**src/rtl/uart_tx_arbiter.sv**
```systemverilog
// Round-robin arbiter that shares one UART TX controller between NUM_REQ byte-stream requesters.
// A grant lasts for a whole message and can prefix it with a {4'hA, id} source header byte.
module uart_tx_arbiter #(
    parameter int NUM_REQ     = 4,
    parameter int ADD_HEADER  = 1,
    parameter int GAP_TIMEOUT = 1024
) (
    input  logic                 clk,
    input  logic                 reset_n,
    input  logic [NUM_REQ-1:0]   i_Req_Valid,
    input  logic [8*NUM_REQ-1:0] i_Req_Byte,
    input  logic [NUM_REQ-1:0]   i_Req_Last,
    output logic [NUM_REQ-1:0]   o_Req_Ack,
    output logic [NUM_REQ-1:0]   o_Grant,
    output logic                 o_Tx_Ready,
    output logic [7:0]           o_Tx_Byte,
    input  logic                 i_Tx_Active,
    input  logic                 i_Tx_Done,
    output logic                 o_Abort
);

    localparam int ID_W  = (NUM_REQ > 1) ? $clog2(NUM_REQ) : 1;
    localparam int GAP_W = (GAP_TIMEOUT > 1) ? $clog2(GAP_TIMEOUT + 1) : 1;
    localparam logic [GAP_W-1:0] GAP_LAST = (GAP_TIMEOUT > 0) ? GAP_W'(GAP_TIMEOUT - 1) : '0;

    typedef enum logic [2:0] {IDLE, HDR_SEND, LOAD, SEND, WAIT} state_t;

    state_t             state_q;
    logic [ID_W-1:0]    id_q;
    logic [ID_W-1:0]    ptr_q;
    logic [GAP_W-1:0]   gap_q;
    logic               last_q;
    logic               done_q;
    logic               tx_ready_q;
    logic [7:0]         tx_byte_q;
    logic [NUM_REQ-1:0] grant_q;
    logic               abort_q;

    logic [7:0]         req_byte [NUM_REQ];
    logic [ID_W-1:0]    pick_id;
    logic [ID_W-1:0]    scan_id;
    logic               pick_found;
    logic               done_rise;

    genvar gi;
    generate
        for (gi = 0; gi < NUM_REQ; gi++) begin : g_req
            assign req_byte[gi]  = i_Req_Byte[8*gi +: 8];
            // Ack is combinational so the requester sees it in the very cycle its byte is captured.
            assign o_Req_Ack[gi] = (state_q == LOAD) && (id_q == ID_W'(gi)) && i_Req_Valid[gi];
        end
    endgenerate

    // Search ptr+1, ptr+2, ... with wrap; the first valid requester wins.
    always_comb begin
        pick_found = 1'b0;
        pick_id    = '0;
        scan_id    = ptr_q;
        for (int k = 0; k < NUM_REQ; k++) begin
            if (scan_id == ID_W'(NUM_REQ - 1)) begin
                scan_id = '0;
            end else begin
                scan_id = scan_id + 1'b1;
            end
            if (!pick_found && i_Req_Valid[scan_id]) begin
                pick_found = 1'b1;
                pick_id    = scan_id;
            end
        end
    end

    assign done_rise  = i_Tx_Done & ~done_q;
    assign o_Grant    = grant_q;
    assign o_Tx_Ready = tx_ready_q;
    assign o_Tx_Byte  = tx_byte_q;
    assign o_Abort    = abort_q;

    always_ff @(posedge clk or negedge reset_n) begin
        if (!reset_n) begin
            state_q    <= IDLE;
            id_q       <= '0;
            ptr_q      <= ID_W'(NUM_REQ - 1);
            gap_q      <= '0;
            last_q     <= 1'b0;
            done_q     <= 1'b0;
            tx_ready_q <= 1'b0;
            tx_byte_q  <= 8'h00;
            grant_q    <= '0;
            abort_q    <= 1'b0;
        end else begin
            done_q  <= i_Tx_Done;
            abort_q <= 1'b0;
            case (state_q)
                IDLE: begin
                    gap_q <= '0;
                    if (pick_found) begin
                        id_q    <= pick_id;
                        grant_q <= NUM_REQ'(1) << pick_id;
                        if (ADD_HEADER != 0) begin
                            tx_byte_q  <= {4'hA, 4'(pick_id)};
                            tx_ready_q <= 1'b1;
                            last_q     <= 1'b0;
                            state_q    <= HDR_SEND;
                        end else begin
                            state_q <= LOAD;
                        end
                    end
                end
                LOAD: begin
                    if (i_Req_Valid[id_q]) begin
                        tx_byte_q  <= req_byte[id_q];
                        last_q     <= i_Req_Last[id_q];
                        tx_ready_q <= 1'b1;
                        gap_q      <= '0;
                        state_q    <= SEND;
                    end else if ((GAP_TIMEOUT != 0) && (gap_q == GAP_LAST)) begin
                        abort_q <= 1'b1;
                        grant_q <= '0;
                        ptr_q   <= id_q;
                        gap_q   <= '0;
                        state_q <= IDLE;
                    end else begin
                        gap_q <= gap_q + 1'b1;
                    end
                end
                HDR_SEND, SEND: begin
                    if (i_Tx_Active) begin
                        tx_ready_q <= 1'b0;
                        state_q    <= WAIT;
                    end
                end
                WAIT: begin
                    // Header leaves last_q clear, so it always continues into LOAD.
                    if (done_rise) begin
                        if (last_q) begin
                            ptr_q   <= id_q;
                            grant_q <= '0;
                            state_q <= IDLE;
                        end else begin
                            state_q <= LOAD;
                        end
                    end
                end
                default: state_q <= IDLE;
            endcase
        end
    end

endmodule

```
**config.mk**
```make
export PLATFORM = sky130hd
export DESIGN_NAME = uart_tx_arbiter
export DESIGN_NICKNAME = d
export VERILOG_FILES = /design/src/rtl/uart_tx_arbiter.sv
export SDC_FILE = /design/constraint.sdc
export NUM_CORES = 1
export LEC_CHECK = 0
export CORE_MARGIN = 8
export CORE_UTILIZATION = 35
export CTS_CLUSTER_DIAMETER = 40
export DETAILED_ROUTE_END_ITERATION = 10
export PLACE_DENSITY = 0.7
export SLEW_MARGIN = 25
export SYNTH_ARGS = -nofsm -noshare
export SYNTH_HDL_FRONTEND = slang
export SYNTH_SLANG_ARGS = --single-unit
```
**constraint.sdc**
```tcl
create_clock -name clk -period 2.8 [get_ports clk]
set_clock_uncertainty 0.2 [all_clocks]
set_input_delay 0.84 -clock clk [delete_from_list [all_inputs] [get_ports clk]]
set_output_delay 0.84 -clock clk [all_outputs]
set_load 0.1 [all_outputs]
```
# ---- Word-level counts from Yosys, hierarchy flattened
# Cells that the tools add are included.
dict set report totals {
  output_inout_bits 18
  ff_bits 34
  mem_bits_ro 0
  input_bits 44
  latchBits 0
  mem_count 0
  mem_bits_rw 0
  elab_cells 133
}
dict set report classes {
  muxes 61
  addsub 5
  shifts 1
  n_div 0
  magnitude_cmp 6
  bitwise 3
  multipliers 0
  reduce_logical 27
  eq_ne 20
}
# cell n
set ops {}
lappend ops {{8-bit 2-to-1 mux} 4}
lappend ops {{2-bit 2-to-1 mux} 13}
lappend ops {{11-bit 2-to-1 mux} 2}
lappend ops {{11-bit case mux with 2 select lines} 1}
lappend ops {{4-bit 2-to-1 mux} 5}
lappend ops {{1-bit 2-to-1 mux} 18}
lappend ops {{8-bit binary-select mux with 2-bit select} 1}
lappend ops {{8-bit case mux with 2 select lines} 1}
lappend ops {{2-bit by 3-bit < comparator with 1-bit output (second input constant)} 5}
lappend ops {{3-bit 2-to-1 mux} 5}
lappend ops {{1-bit binary-select mux with 2-bit select} 6}
lappend ops {{2-bit equality test (second input constant)} 6}
lappend ops {{3-bit case mux with 4 select lines} 1}
lappend ops {{4-bit case mux with 3 select lines} 1}
lappend ops {{11-bit by 1-bit adder with 11-bit output (second input constant)} 1}
lappend ops {{11-bit by 10-bit equality test with 1-bit output (second input constant)} 1}
lappend ops {{1-bit logical AND} 11}
lappend ops {{2-bit != test (second input constant)} 5}
lappend ops {{2-bit by 1-bit adder with 2-bit output (second input constant)} 4}
lappend ops {{4-bit AND reduction} 2}
lappend ops {{3-bit by 2-bit equality test with 1-bit output (second input constant)} 2}
lappend ops {{6-bit AND reduction} 1}
lappend ops {{3-bit nonzero test} 2}
lappend ops {{5-bit AND reduction} 1}
lappend ops {{other kinds (20)} 24}

# ---- Depth between registers and ports, before layout
# Gate-level depths: netlist of run 1.
dict set report logic_depth {
  word_depth 17
  ltp_mapped 9
  ltp_nobuf 7
}

# ---- Worst setup path before layout of run 1
# No wires, ideal clock.
dict set report synth_timing {
  kind {register to output}
  startpoint {register state_q[1]}
  endpoint {output port o_Req_Ack[0]}
  stages_incl_launch_ff 5
  t_arrival_ns 4.186
  path_slack_ns -2.426
  required_ns 1.760
  n_path_buf 1
  cell_sequence {dfrtp_1 inv_2 or3_1 buf_2 nor4b_1}
}
dict set report synth_between {
  elab_chain_cells 3
}
# item line
set synth_rtl {}
lappend synth_rtl {{from (decl)} 28} ;# state_t state_q;
lappend synth_rtl {{from (signal assigned)} 80} ;# state_q <= IDLE;
lappend synth_rtl {{from (signal assigned)} 103} ;# state_q <= HDR_SEND;
lappend synth_rtl {{from (signal assigned)} 105} ;# state_q <= LOAD;
lappend synth_rtl {{3-bit by 2-bit equality test with 1-bit output} 50} ;# assign o_Req_Ack[gi] = (state_q == LOAD) && (id_q == ID_W'(gi)) && i_Req_Valid[gi];
lappend synth_rtl {{1-bit logical AND (2 in series)} 50}
lappend synth_rtl {{to (decl)} 13} ;# output logic [NUM_REQ-1:0] o_Req_Ack,
# Every way passes these cells.

# ---- Worst setup path after layout of run 1
dict set report layout_timing {
  startpoint {register state_q[2]}
  endpoint {output port o_Req_Ack[0]}
}
# Same word-level chain as after synthesis.

==> results of run 1 <==
-- cell usage after synthesis, types with 3 or more instances --
library cell	n	area share, %
nor3_1	5	1.1
mux4_2	10	10
inv_1	6	1.0
o21ai_0	13	2.9
nand3_1	7	1.6
xnor2_1	4	1.6
nor2_1	24	4.1
a21oi_1	8	1.8
a22o_1	3	1.2
nand2_1	33	5.6
nand4_1	5	1.4
or3_1	4	1.1
xor2_1	4	1.6
buf_2	7	1.6
nand2b_1	3	0.85
dfrtp_1	32	36
clkbuf_1	4	0.68
mux2_2	4	2.0
-- flip-flops by register name (all words and copies together), names as in the netlist --
signal,flops
gap_q,11
ptr_q,2
done_q,1
last_q,1
o_Grant,4
o_Abort,1
state_q,3
id_q,2
o_Tx_Byte,8
o_Tx_Ready,1
-- report_power, final --
part	switching (W)	internal (W)	leakage, nW
Clock	0.000176	0.000198	0.0482
Combinational	0.00143	0.000928	0.911
Sequential	0.000120	0.000639	0.440
Total	0.00172	0.00177	1.40
-- per-stage QoR --
| step | utilization, % | instance area, um2 | worst slack, ns |
|---|---|---|---|
| 6_report | 52.00 | 3246 | 0.08445 |
| 5_1_grt | 52.00 | 3246 | 0.03021 |
| 4_1_cts | 52.07 | 3249 | 0.008904 |
| 3_5_place_dp | 50.46 | 3149 | -0.4612 |
| 3_3_place_gp | 50.46 | 3149 | -0.3336 |
| 2_1_floorplan | - | 2346 | -0.2900 |
-- metal layers --
| layer | wire length [um] | up-vias |
|---|---|---|
| met3 | 320 | 11 |
| met1 | 2543 | 986 |
| li1 | - | 1009 |
| met5 | 0 | - |
| met4 | 93 | 0 |
| met2 | 3508 | 48 |
-- cell type report --
class	count	share of cell area, %
clock buffer	7	2.660
clock inverter	1	0.1542
inverter	8	1.079
multi-input combinational	175	40.59
sequential	34	26.33
tap	77	2.968
timing repair buffer	94	26.21
-- layout by cell type, fill, tap and decap left out, types with 3 or more instances in the layout --
master | synthesis | final
buf_4 | 1 | 47
clkdlybuf4s50_1 | 0 | 39
nand2_1 | 33 | 31
dfrtp_1 | 32 | 31
nor2_1 | 24 | 24
o21ai_0 | 13 | 13
mux4_2 | 10 | 10
a21oi_1 | 8 | 8
nand3_1 | 7 | 7
clkbuf_8 | 0 | 6
inv_1 | 6 | 5
nand4_1 | 5 | 5
xnor2_1 | 4 | 4
mux2_2 | 4 | 4
xor2_1 | 4 | 4
buf_12 | 0 | 4
nor3_1 | 5 | 3
nand2b_1 | 3 | 3
or3_1 | 4 | 3
a22o_1 | 3 | 3
-- worst reg2reg max path: stages (launching register included) --
cell       delay (ns)
dfstp_2          0.54
ha_1             0.35
nand2b_1         0.23
o211a_1          0.23
a2111oi_2        0.29
a221oi_2         0.13
or2_1            0.26
a32o_1           0.22
-- path summary, 6_finish.rpt --
check	from	to	slack [ns]	cells after the start
max in group asynchronous	reset_n	ptr_q[1]	1.29	2
setup / recovery	state_q[2]	o_Req_Ack[0]	0.08	3
setup reg to reg	ptr_q[0]	o_Grant[0]	0.23	7
hold / removal	o_Tx_Byte[2]	o_Tx_Byte[2]	0.28	2
min in group asynchronous	reset_n	o_Tx_Ready	0.77	2
hold reg to reg	o_Tx_Byte[2]	o_Tx_Byte[2]	0.28	2
-- what timing repair did --
action,in CTS,in global routing
buffers inserted,0,0
cloned,0,0
gates resized for setup,9,3
endpoints found under the setup margin,10,3
-- cell families (layout without fill, tap and decap cells) --
logic type                 after synthesis  count (layout)  synth area share [%]
and+or+nand+nor                        101             101                 22.90
AOI/OAI and AO/OA                       47              47                 14.97
muxes                                   17              17                 13.66
xor gates and xnor gates                 8               8                 3.174
adders and majority gates                2               2                 1.134
buffers and inverters                   24             110                 5.499
DFF                                     34              34                 38.66
==> results by group, run 1 <==
Power
  • Pwr dens: 1075 mW/mm2
  • Leakage: 1.399 nW
  • VDD IR-drop max: 0.6022 mV
  • Power, Total: 0.003488 W

Place
  • RePlAce Congestion: 0.9259
  • DP HPWL: 5.196 mm
  • PortBufs: 61
  • Placed insts: 388

Die
  • Initial core utilization: 35.36%
  • Core area: 0.006241 mm2
  • Num rows: 29
  • Die width: 95.41 um
  • Die Ht: 95.41 um
  • I/O pin cnt: 62
  • Die area: 0.009103 mm2

CTS
  • Clk_lat worst skew: 0.29 ns
  • Clk root buf: clkbuf_8
  • TritonCTS buffer count: 5
  • CTS Hold Bufs: 0
  • TritonCTS clock tree: done
  • Clock tree buffer depth: 2
  • Clock Sinks: 34
  • Clk slew on worst S/H paths: 0.07 ns
  • CTS H-Tree Depth: 2

GRT
  • M1 GR Usage: 15.76%
  • Global-route wire length before repair: 10.40 mm
  • Gr ovfl total: 0
  • Met3 track demand over resource: 4.567%
  • Vias in the first global route: 2165
  • GRT Util Overall: 14.53%
  • Largest net degree at the start of global routing: 35
  • Met2 GRT Util: 26.64%
  • Initial antenna violation count: 0
  • Most Crowded Layer GR: met2

Route
  • WL final: 6.465 mm
  • Routed length per instance: 16.33 um
  • Drt first pass iters: 4
  • Antenna Nets Post-Route: 0
  • Vias per cell: 5.187
  • Initial DRC count: 66
  • Routed vias: 2054
  • Remaining routing DRC violations: 0

Cells and area
  • Antenna diode count: 0
  • FF/Latch Area: 854.6 um2
  • Multi-input logic area: 0.001318 mm2
  • Layout Nets: 364
  • Fillers: 573
  • Layout area overhead: 47.05%
  • Share of post-route cells with drive strength above 1: 30.72%
  • Non-filler cells, final: 396

Setup path
  • CP Class: flip-flop to output pin
  • Crit start category: flip-flop
  • CP required: 1.76 ns
  • Crit path buffers/inverters: 1
  • Critical path, cell by cell: or3_4, nor4b_4, buf_12
  • Worst path max stage delay: 0.48 ns
  • Critical path data arrival time: 1.68 ns
  • Crit path capture type: output pin
  • Crit Path Max Fanout: 5
  • CP delay by family, top: simple AND/OR/NAND/NOR gates
  • CP max stage cell: or3_4

Timing
  • RSZ-0062 raised after global routing: false
  • Period utilization: 96.98%
  • Final Hold Viols: 0
  • Rel. slew slack: 62.54%
  • Hold slack: 0.2769 ns
  • Clock period minus worst slack: 2.716 ns
  • Setup TNS: 0 ns
  • Worst-Margin Slew: 0.5576 ns
  • Slew Limit Fails: 0
  • Max frequency: 0.3683 GHz
  • Final setup violation count: 0

Synth
  • Yosys reg bits: 34
  • Post-synthesis cell area: 0.002207 mm2
  • Sequential element share of the synthesized area: 38.66%
  • Post-synth EDFFs: 0
  • Ys Warns: 0
  • Main synth FF type: dfrtp_1
  • Syn Inst Count: 233
  • Syn Nets: 279
  • Synth Area per Inst: 9.473 um2
  • Unique masters post-synth: 58
  • Async SR Flop Fraction: 100.0%

Run status
  • Outcome: finished, final reports clean

Min path
  • Worst hold path type: flip-flop to flip-flop

Job
  • Max_cap viols: 0
No activity file was read; power rests on OpenSTA's default activity.
==> run 2, diff against run 1 <==
CORE_MARGIN = unset   (was 8)
CTS_CLUSTER_SIZE = 8   (was unset)
HOLD_SLACK_MARGIN = 0.15   (was unset)
==> results by group, run 2 (synthesis gave the netlist of run 1 again) <==
CTS
  • CTS Hold Bufs: 0
  • TritonCTS buffer count: 5
  • Clk root buf: clkbuf_8
  • TritonCTS clock tree: done
  • Clk slew on worst S/H paths: 0.07 ns
  • Clock tree buffer depth: 2
  • Clock Sinks: 34
  • Clk_lat worst skew: 0.29 ns
  • CTS H-Tree Depth: 2

Timing
  • Period utilization: 97.57%
  • Rel. slew slack: 67.04%
  • Clock period minus worst slack: 2.732 ns
  • Final setup violation count: 0
  • Worst-Margin Slew: 0.4944 ns
  • Setup TNS: 0 ns
  • Slew Limit Fails: 0
  • Max frequency: 0.3660 GHz
  • Hold slack: 0.2757 ns
  • Final Hold Viols: 0

Setup path
  • CP max stage cell: or3_4
  • Crit start category: flip-flop
  • Crit Path Max Fanout: 7
  • CP delay by family, top: simple AND/OR/NAND/NOR gates
  • Number of cells on the critical path: 3
  • CP Class: flip-flop to output pin
  • Critical path data arrival time: 1.69 ns
  • Worst-case reg-to-reg path depth: 7
  • Crit path buffers/inverters: 1
  • CP required: 1.76 ns
  • Critical path, cell by cell: or3_4, nor4_4, buf_12
  • Worst path max stage delay: 0.48 ns
  • Crit path capture type: output pin

Route
  • Drt first pass iters: 4
  • Antenna Nets Post-Route: 0
  • Initial DRC count: 42
  • Routed vias: 2118
  • WL final: 5.628 mm
  • Routed length per instance: 14.07 um
  • Remaining routing DRC violations: 0
  • Vias per cell: 5.295

Cells and area
  • Most frequent cells in the layout: buf_4, clkdlybuf4s50_1, nand2_1, dfrtp_1, nor2_1
  • Top reg by flops: gap_q
  • Non-filler cells, final: 400
  • Fillers: 559
  • Layout area overhead: 50.00%
  • Fin util: 55.26%
  • Flip-flop count of the largest register after layout: 11
  • Commonest non-fill, non-tap cell in the layout: buf_4
  • Share of post-route cells with drive strength above 1: 32.00%
  • Antenna diode count: 0
  • Layout Nets: 370

Die
  • Core area: 0.005991 mm2
  • I/O pin cnt: 62
  • Die width: 81.41 um
  • Die Ht: 81.41 um
  • Initial core utilization: 36.84%
  • Num rows: 28
  • Die area: 0.006628 mm2

GRT
  • Gr ovfl total: 0
  • Vias in the first global route: 1998
  • Global-route wire length before repair: 8.997 mm
  • Initial antenna violation count: 0
  • GRT Util Overall: 17.82%
  • Largest net degree at the start of global routing: 35
  • Met3 track demand over resource: 2.889%
  • Most Crowded Layer GR: met2
  • M1 GR Usage: 23.17%
  • Met2 GRT Util: 30.08%

Power
  • VDD IR-drop max: 0.6790 mV
  • Power, Total: 0.003505 W
  • Pwr dens: 1059 mW/mm2
  • Leakage: 1.440 nW

Min path
  • Hold path cells: 2
  • Worst hold path type: flip-flop to flip-flop

Run status
  • Outcome: finished, final reports clean

Place
  • PortBufs: 61
  • DP HPWL: 4.308 mm
  • Placed insts: 389
  • RePlAce Congestion: 0.9504

Job
  • Max_cap viols: 0
==> run 2: what timing repair did <==
| action | in CTS | in global routing |
|---|---|---|
| gates resized for setup | 10 | 2 |
| gates cloned | 0 | 0 |
| pin swaps | 3 | 3 |
| setup buffers | 2 | 2 |
| endpoints found under the setup margin | 7 | 4 |
==> run 2: stage by stage <==
stage / area (um2) / worst slack (ns)
after floorplan: 2346 / -0.2900
after global placement: 3182 / -0.3184
after detailed placement: 3182 / -0.3335
after CTS: 3297 / 0.01009
after global routing: 3311 / -0.04300
final: 3311 / 0.06807
==> run 2: layer usage <==
layer | vias up | share of wire, %
met2 | 58 | 49
met3 | 5 | 4.6
met1 | 1034 | 45
met5 | - | 0
met4 | 0 | 0.75
li1 | 1021 | -
==> run 2: cell type report <==
type | count | area (um2) | share of cell area, %
well taps | 75 | 93.84 | 2.834
repair buffers | 100 | 909.6 | 27.48
multi-input cells | 175 | 1309 | 39.53
clock inverters | 3 | 40.04 | 1.209
clock buffers | 5 | 68.82 | 2.079
inverters | 8 | 35.03 | 1.058
flip-flops and latches | 34 | 854.6 | 25.81
==> run 2: path summary, 6_finish.rpt <==
kind,startpoint,end,slack (ns)
max reg2reg,ptr_q[0],o_Grant[0],0.16
max,state_q[0],o_Req_Ack[1],0.07
min in group asynchronous,reset_n,gap_q[4],0.77
min reg2reg,o_Tx_Byte[7],o_Tx_Byte[7],0.28
min,o_Tx_Byte[7],o_Tx_Byte[7],0.28
max in group asynchronous,reset_n,ptr_q[1],1.29
==> run 2: where the power goes <==
part           switching, W  total [W]  internal (W)
sequential         0.000123   0.000762      0.000639
combinational       0.00140    0.00230      0.000902
clock              0.000180   0.000442      0.000262
total               0.00170    0.00351       0.00180
==> run 2: worst min-delay path, cell delays in order, from the launching register on <==
cell     delay, ns
dfrtp_1       0.35
nand2_1       0.05
nand2_1       0.05
